$ cat config.mk
export PLATFORM = sky130hd
export DESIGN_NAME = load_scoreboard_hdu
export DESIGN_NICKNAME = d
export VERILOG_FILES = /design/src/rtl/hdu_pkg.sv /design/src/rtl/id_stage_pkg.sv /design/src/rtl/reg_scoreboard.sv /design/src/rtl/load_scoreboard_hdu.sv
export SDC_FILE = /design/constraint.sdc
export NUM_CORES = 1
export LEC_CHECK = 0
export CAP_MARGIN = 20
export CORE_ASPECT_RATIO = 2
export CORE_MARGIN = 5
export CORE_UTILIZATION = 51
export DETAILED_ROUTE_END_ITERATION = 6
export PLACE_DENSITY_LB_ADDON = 0.08
export SLEW_MARGIN = 40
export SYNTH_ARGS = -nofsm -noshare
export SYNTH_HDL_FRONTEND = slang
export SYNTH_HIERARCHICAL = 1
export SYNTH_SLANG_ARGS = --single-unit
export TNS_END_PERCENT = 50
$ cat constraint.sdc
create_clock -name clk -period 3.9 [get_ports clk]
set_clock_uncertainty 0.1 [all_clocks]
set_input_delay 0.78 -clock clk [delete_from_list [all_inputs] [get_ports clk]]
set_output_delay 0.78 -clock clk [all_outputs]
set_load 0.01 [all_outputs]
$ cat src/rtl/hdu_pkg.sv
// Hazard-unit shared types, widths and helpers.
package hdu_pkg;

    localparam int CNT_W = 4;

    typedef enum logic {
        RUN       = 1'b0,
        CSR_DRAIN = 1'b1
    } hdu_state_e;

    // Scoreboard lookup; bit 0 is kept at zero by the scoreboard itself.
    function automatic logic sb_hit_f(input logic [31:0] sb, input logic [4:0] idx);
        return sb[idx];
    endfunction

endpackage

$ cat src/rtl/id_stage_pkg.sv
// ID-stage shared types: control bundle driven into the IF/ID registers.
package id_stage_pkg;

    typedef struct packed {
        logic stall;
        logic flush;
    } id_hdu_out_t;

endpackage

$ cat src/rtl/reg_scoreboard.sv
// Per-register pending-load vector, in-flight load count and sticky
// protocol-error flag for unexpected LSU responses.
module reg_scoreboard
    import hdu_pkg::*;
(
    input  logic             clk,
    input  logic             arst_n,
    input  logic             load_fire,
    input  logic             load_rf_en,
    input  logic [4:0]       load_rd,
    input  logic             resp_valid,
    input  logic [4:0]       resp_rd,
    output logic [31:0]      sb,
    output logic [CNT_W-1:0] count,
    output logic             err
);

    logic [31:0]      sb_d;
    logic [CNT_W-1:0] count_d;
    logic             resp_bad;
    logic             resp_ok;

    // Classify the response: unexpected ones are flagged and otherwise ignored.
    always_comb begin
        resp_bad = resp_valid & ((count == '0) | ((resp_rd != 5'd0) & ~sb_hit_f(sb, resp_rd)));
        resp_ok  = resp_valid & ~resp_bad;
    end

    // Next-state for the pending vector and count.
    // NOTE: every variable gets its default first so always_comb never infers a latch.
    always_comb begin
        sb_d    = sb;
        count_d = count;
        if (load_fire && load_rf_en && (load_rd != 5'd0)) begin
            sb_d[load_rd] = 1'b1;
        end
        if (resp_ok && (resp_rd != 5'd0)) begin
            sb_d[resp_rd] = 1'b0;
        end
        sb_d[0] = 1'b0;
        unique case ({load_fire, resp_ok})
            2'b10:   count_d = count + CNT_W'(1);
            2'b01:   count_d = count - CNT_W'(1);
            default: count_d = count;
        endcase
    end

    // State registers.
    // NOTE: the 32-entry vector is flops, not a RAM, so it is reset like any other state.
    always_ff @(posedge clk or negedge arst_n) begin
        if (!arst_n) begin
            // NOTE: sequential state uses non-blocking assignments only.
            sb    <= '0;
            count <= '0;
            err   <= 1'b0;
        end else begin
            sb    <= sb_d;
            count <= count_d;
            err   <= err | resp_bad;
        end
    end

endmodule

$ cat src/rtl/load_scoreboard_hdu.sv
// ID-stage hazard/issue controller: load-use and WAW stalls against
// outstanding loads, CSR-write pipeline drain and mispredict flush.
module load_scoreboard_hdu
    import hdu_pkg::*;
    import id_stage_pkg::*;
#(
    parameter int MAX_OUTSTANDING = 4,
    parameter int DRAIN_CYCLES    = 3
) (
    input  logic        clk,
    input  logic        arst_n,
    input  logic        id_valid_i,
    input  logic [4:0]  id_rs1_i,
    input  logic [4:0]  id_rs2_i,
    input  logic [4:0]  id_rd_i,
    input  logic        id_uses_rs1_i,
    input  logic        id_uses_rs2_i,
    input  logic        id_rf_en_i,
    input  logic        id_dm_rd_en_i,
    input  logic        id_csr_wr_en_i,
    input  logic        ex_mispredict_i,
    input  logic        lsu_resp_valid_i,
    input  logic [4:0]  lsu_resp_rd_i,
    output id_hdu_out_t hdu_o,
    output logic        ex_bubble_o,
    output logic [31:0] pending_o,
    output logic [3:0]  outstanding_o,
    output logic        sb_err_o
);

    hdu_state_e       state_q, state_d;
    logic [CNT_W-1:0] drain_q, drain_d;
    logic [31:0]      sb;
    logic [CNT_W-1:0] count;
    logic             sb_err;
    logic             raw, waw, full, csr_wait;
    logic             stall_c, flush, stall, fire;

    reg_scoreboard u_sb (
        .clk        (clk),
        .arst_n     (arst_n),
        .load_fire  (fire & id_dm_rd_en_i),
        .load_rf_en (id_rf_en_i),
        .load_rd    (id_rd_i),
        .resp_valid (lsu_resp_valid_i),
        .resp_rd    (lsu_resp_rd_i),
        .sb         (sb),
        .count      (count),
        .err        (sb_err)
    );

    // Hazard equations against registered scoreboard state (no response bypass).
    always_comb begin
        raw      = (id_uses_rs1_i & sb_hit_f(sb, id_rs1_i))
                 | (id_uses_rs2_i & sb_hit_f(sb, id_rs2_i));
        waw      = id_rf_en_i & (id_rd_i != 5'd0) & sb_hit_f(sb, id_rd_i);
        full     = id_dm_rd_en_i & (count == CNT_W'(MAX_OUTSTANDING));
        csr_wait = id_csr_wr_en_i & (count != '0);
        stall_c  = (id_valid_i & (raw | waw | full | csr_wait)) | (state_q == CSR_DRAIN);
        flush    = ex_mispredict_i;
        stall    = stall_c & ~flush;
        fire     = id_valid_i & ~stall_c & ~flush;
    end

    // Drain FSM next-state: a fired CSR write holds ID for DRAIN_CYCLES cycles.
    always_comb begin
        state_d = state_q;
        drain_d = drain_q;
        unique case (state_q)
            RUN: begin
                if (fire && id_csr_wr_en_i) begin
                    state_d = CSR_DRAIN;
                    drain_d = CNT_W'(DRAIN_CYCLES);
                end
            end
            CSR_DRAIN: begin
                if (flush || (drain_q == CNT_W'(1))) begin
                    state_d = RUN;
                    drain_d = '0;
                end else begin
                    drain_d = drain_q - CNT_W'(1);
                end
            end
            default: begin
                state_d = RUN;
                drain_d = '0;
            end
        endcase
    end

    // Drain FSM state register.
    always_ff @(posedge clk or negedge arst_n) begin
        if (!arst_n) begin
            state_q <= RUN;
            drain_q <= '0;
        end else begin
            state_q <= state_d;
            drain_q <= drain_d;
        end
    end

    // Outputs; combinational controls are masked so reset silences them at once.
    always_comb begin
        hdu_o.stall   = stall & arst_n;
        hdu_o.flush   = flush & arst_n;
        ex_bubble_o   = (stall | flush) & arst_n;
        pending_o     = sb;
        outstanding_o = count;
        sb_err_o      = sb_err;
    end

endmodule

==> impl_summary.log <==
[metrics] worst hold slack after final layout: 0.434 ns
[metrics] HPWL after detailed placement: 8090 um
[metrics] peak supply drop: 0.398 mV
[metrics] maximum number of buffers from clock root to sink: 2
[metrics] type of destination of the critical path: flop
[metrics] share of synthesized area occupied by flip-flops and latches: 32.3%
[metrics] Worst-Margin Slew: 0.707 ns
[metrics] number of global-route vias before repair: 3435
[metrics] netlist area before placement: 0.00317 mm2
[metrics] Crit path arrival time: 3.87 ns
[metrics] largest fanout on the critical path: 10
[metrics] startpoint-to-endpoint class of the critical path: primary input to flop
[metrics] number of clock buffers inserted by TritonCTS: 5
[metrics] Required @ worst endpoint: 3.97 ns
[metrics] # IOs: 70
[metrics] Horiz. Die Dim: 65.8 um
[metrics] max-cap check violation count: 0
[metrics] worst-case reg-to-reg path depth: 13
[metrics] Critical Path Source: lsu_resp_rd_i[0]
[metrics] status: completed
[metrics] number of register bits inferred by synthesis: 41
[metrics] placeable core region: 0.00606 mm2
[metrics] initial standard-cell utilization of the core: 52.4%
[metrics] tightest slew margin relative to the limit: 52.8%
[metrics] wire length of the first global-routing pass: 17700 um
[metrics] Root Buffer: clkbuf_16
[metrics] capture instance of the worst register-to-register path: u_sb/count[3]
[metrics] clock tree from TritonCTS: built
[metrics] # clock sinks: 41
[metrics] fillcell total: 466
[metrics] maximum frequency from static timing analysis: 0.263 GHz
[metrics] Post-synth EDFFs: 0
[metrics] num rows: 40
[metrics] Inst Count DP: 470
[metrics] routed wirelength normalized by instance count: 22.8 um
[metrics] layout cell share with drive strength beyond 1: 24.4%
[metrics] worst hold path stage count: 1
[metrics] Antenna diodes: 0
[metrics] final hold violations: 0
[metrics] number of antenna-violating nets in the routed design: 0
[metrics] number of nets in the synthesized netlist: 337
[metrics] number of cells produced by synthesis: 301
[metrics] number of slew-limit violations in the final report: 0
[metrics] GRT Total Usage: 29.7%
[metrics] async set-or-reset flop fraction in the synthesized netlist: 100%
[metrics] setup slack of the critical path after layout: 0.101 ns
[metrics] vertical die dimension: 122 um
[metrics] Iter 0 DRT Violations: 333
[metrics] crit share post-route: 97.4%
[metrics] distinct cell type count after synthesis: 51
[metrics] Remaining DRCs: 0
[metrics] pre-CTS setup slack: -0.667 ns
[metrics] first-pass iteration count of the detailed router: 5
[metrics] Final Wtd Congestion: 0.892
[metrics] area growth from synthesis to layout: 38.9%
[metrics] total number of vias: 3171
[metrics] end of the critical path: u_sb/count[3]
[metrics] Top FF cell, synth: dfrtp_1
[metrics] class of the tightest hold or removal check: flop to flop
[metrics] final critical-path required period: 3.80 ns
[metrics] Die Footprint: 0.00799 mm2
[metrics] total wire length: 11000 um
[metrics] clock slew seen by the registers of the worst setup and hold paths: 0.06 ns
[metrics] Port-buffer cells: 68
[metrics] number of antenna violations at the first check in global routing: 0
[metrics] critical register-to-register path startpoint: u_sb/sb[8]
[metrics] # H-tree levels: 2
[metrics] number of failing setup endpoints in the final timing report: 0
[metrics] largest net degree at the start of global routing: 43
[metrics] Finished Layout Cells: 481
[metrics] setup repair after global routing missed its margin: no
[metrics] element type at the critical path start: primary input
[metrics] Leakage Power: 1.88 nW
[metrics] DR vias/cell: 6.59
[metrics] setup slack of the worst register-to-register path: 0.51 ns
[metrics] Synth Area per Inst: 10.5 um2
[metrics] Total Nets Final: 432
[metrics] power per standard cell area: 370 mW/mm2
[metrics] Synth warnings: 6
[metrics] Overflow after GRT: 0
[metrics] Clk Latency, worst-skew pair: 0.29 ns
[how the worst min path moves through the flow]
stage / from / endpoint / slack (ns)
after floorplan: arst_n / drain_q[0] / 0.38
after CTS: drain_q[1] / drain_q[1] / 0.43
after global routing: drain_q[1] / drain_q[1] / 0.45
final: u_sb/count[3] / u_sb/count[3] / 0.43
after detailed placement: drain_q[1] / drain_q[1] / 0.42
after global placement: drain_q[1] / drain_q[1] / 0.42
[registers in the layout, summed over array words and instances (netlist names)]
signal,count
drain_q,4
state_q,1
u_sb/count,4
u_sb/err,1
u_sb/sb,31
[area by class of cell]
| class | count | area (um2) | area share, % |
|---|---|---|---|
| clock inverter | 2 | 37.5 | 0.852 |
| clock buffer | 6 | 139 | 3.15 |
| timing repair buffer | 108 | 1000 | 22.7 |
| multi-input combinational | 224 | 2040 | 46.2 |
| sequential | 41 | 1030 | 23.3 |
| inverter | 16 | 60.1 | 1.36 |
| tap | 84 | 105 | 2.39 |
[critical path, stage by stage]
cell and delay [ns]:
clkdlybuf4s50_1 0.51, buf_12 0.15, mux4_2 0.50, a32o_1 0.29, nor4_2 0.30, a21oi_2 0.07
and3_1 0.22, ha_2 0.20, ha_4 0.21, a21o_1 0.16, a21oi_2 0.14, xnor2_1 0.12
nor2_1 0.06, xor2_1 0.14
[power breakdown]
| part | switching (mW) | leakage, nW | internal, mW |
|---|---|---|---|
| clock network | 0.177 | 0.0831 | 0.320 |
| logic | 0.251 | 1.25 | 0.297 |
| registers | 0.0995 | 0.549 | 0.486 |
| total | 0.528 | 1.88 | 1.10 |
[cell usage after synthesis, drive strengths merged, types with 6 or more instances]
master | number | area [um2]
nand2 | 12 | 45.0
nor3 | 8 | 40.0
dfrtp | 41 | 1030
mux2i | 10 | 100
a31oi | 33 | 206
clkbuf | 6 | 22.5
nor2 | 17 | 63.8
mux4 | 31 | 713
buf | 14 | 96.3
nor3b | 7 | 52.6
a21oi | 35 | 179
inv | 16 | 60.1
[cells by family after synthesis]
family / Yosys count / synth area share [%]
adders and majority gates: 6 / 2.60
DFF: 41 / 32.3
buffers and inverters: 36 / 5.64
muxes: 43 / 26.4
xor gates and xnor gates: 5 / 1.38
other: 1 / 0.118
and+or+nand+nor: 74 / 13.0
AOI/OAI and AO/OA: 95 / 18.6
[per-stage QoR]
stage	util [%]	setup TNS [ns]	total power, mW	area, um2
after floorplan	-	0	0.858	3170
after global placement	68.3	-4.21	1.10	4140
after detailed placement	68.3	-5.43	1.11	4140
after CTS	72.0	0	1.62	4360
after global routing	72.7	0	1.72	4400
final	72.7	0	1.63	4400
[what timing repair did]
item | CTS | global route
setup endpoints to repair | 5 | 5
setup buffers | 2 | 1
resized for setup | 23 | 9
pin swaps | 8 | 4
hold buffers | 0 | 0
[layer usage]
metal | wire length [um] | vias to the layer above | global-route usage [%] | share of wire [%]
met1 | 3680 | 1519 | 33.3 | 34
li1 | - | 1379 | - | -
met3 | 844 | 60 | 5.00 | 7.7
met4 | 738 | 0 | 19.2 | 6.7
met2 | 5710 | 213 | 50.6 | 52
met5 | 0 | - | 0 | 0
[placed cells by master (no fill, tap or decap), drive strengths merged, types with 5 or more instances in the layout]
| master | count |
|---|---|
| clkdlybuf4s50 | 58 |
| buf | 43 |
| dfrtp | 41 |
| a21oi | 35 |
| a31oi | 33 |
| mux4 | 31 |
| nor2 | 17 |
| inv | 16 |
| nand2 | 12 |
| mux2i | 10 |
| nor3 | 8 |
| nor3b | 7 |
| clkbuf | 6 |
| nand2b | 5 |
| o21ai | 5 |
| ha | 5 |
(Power assumes the default switching activity.)
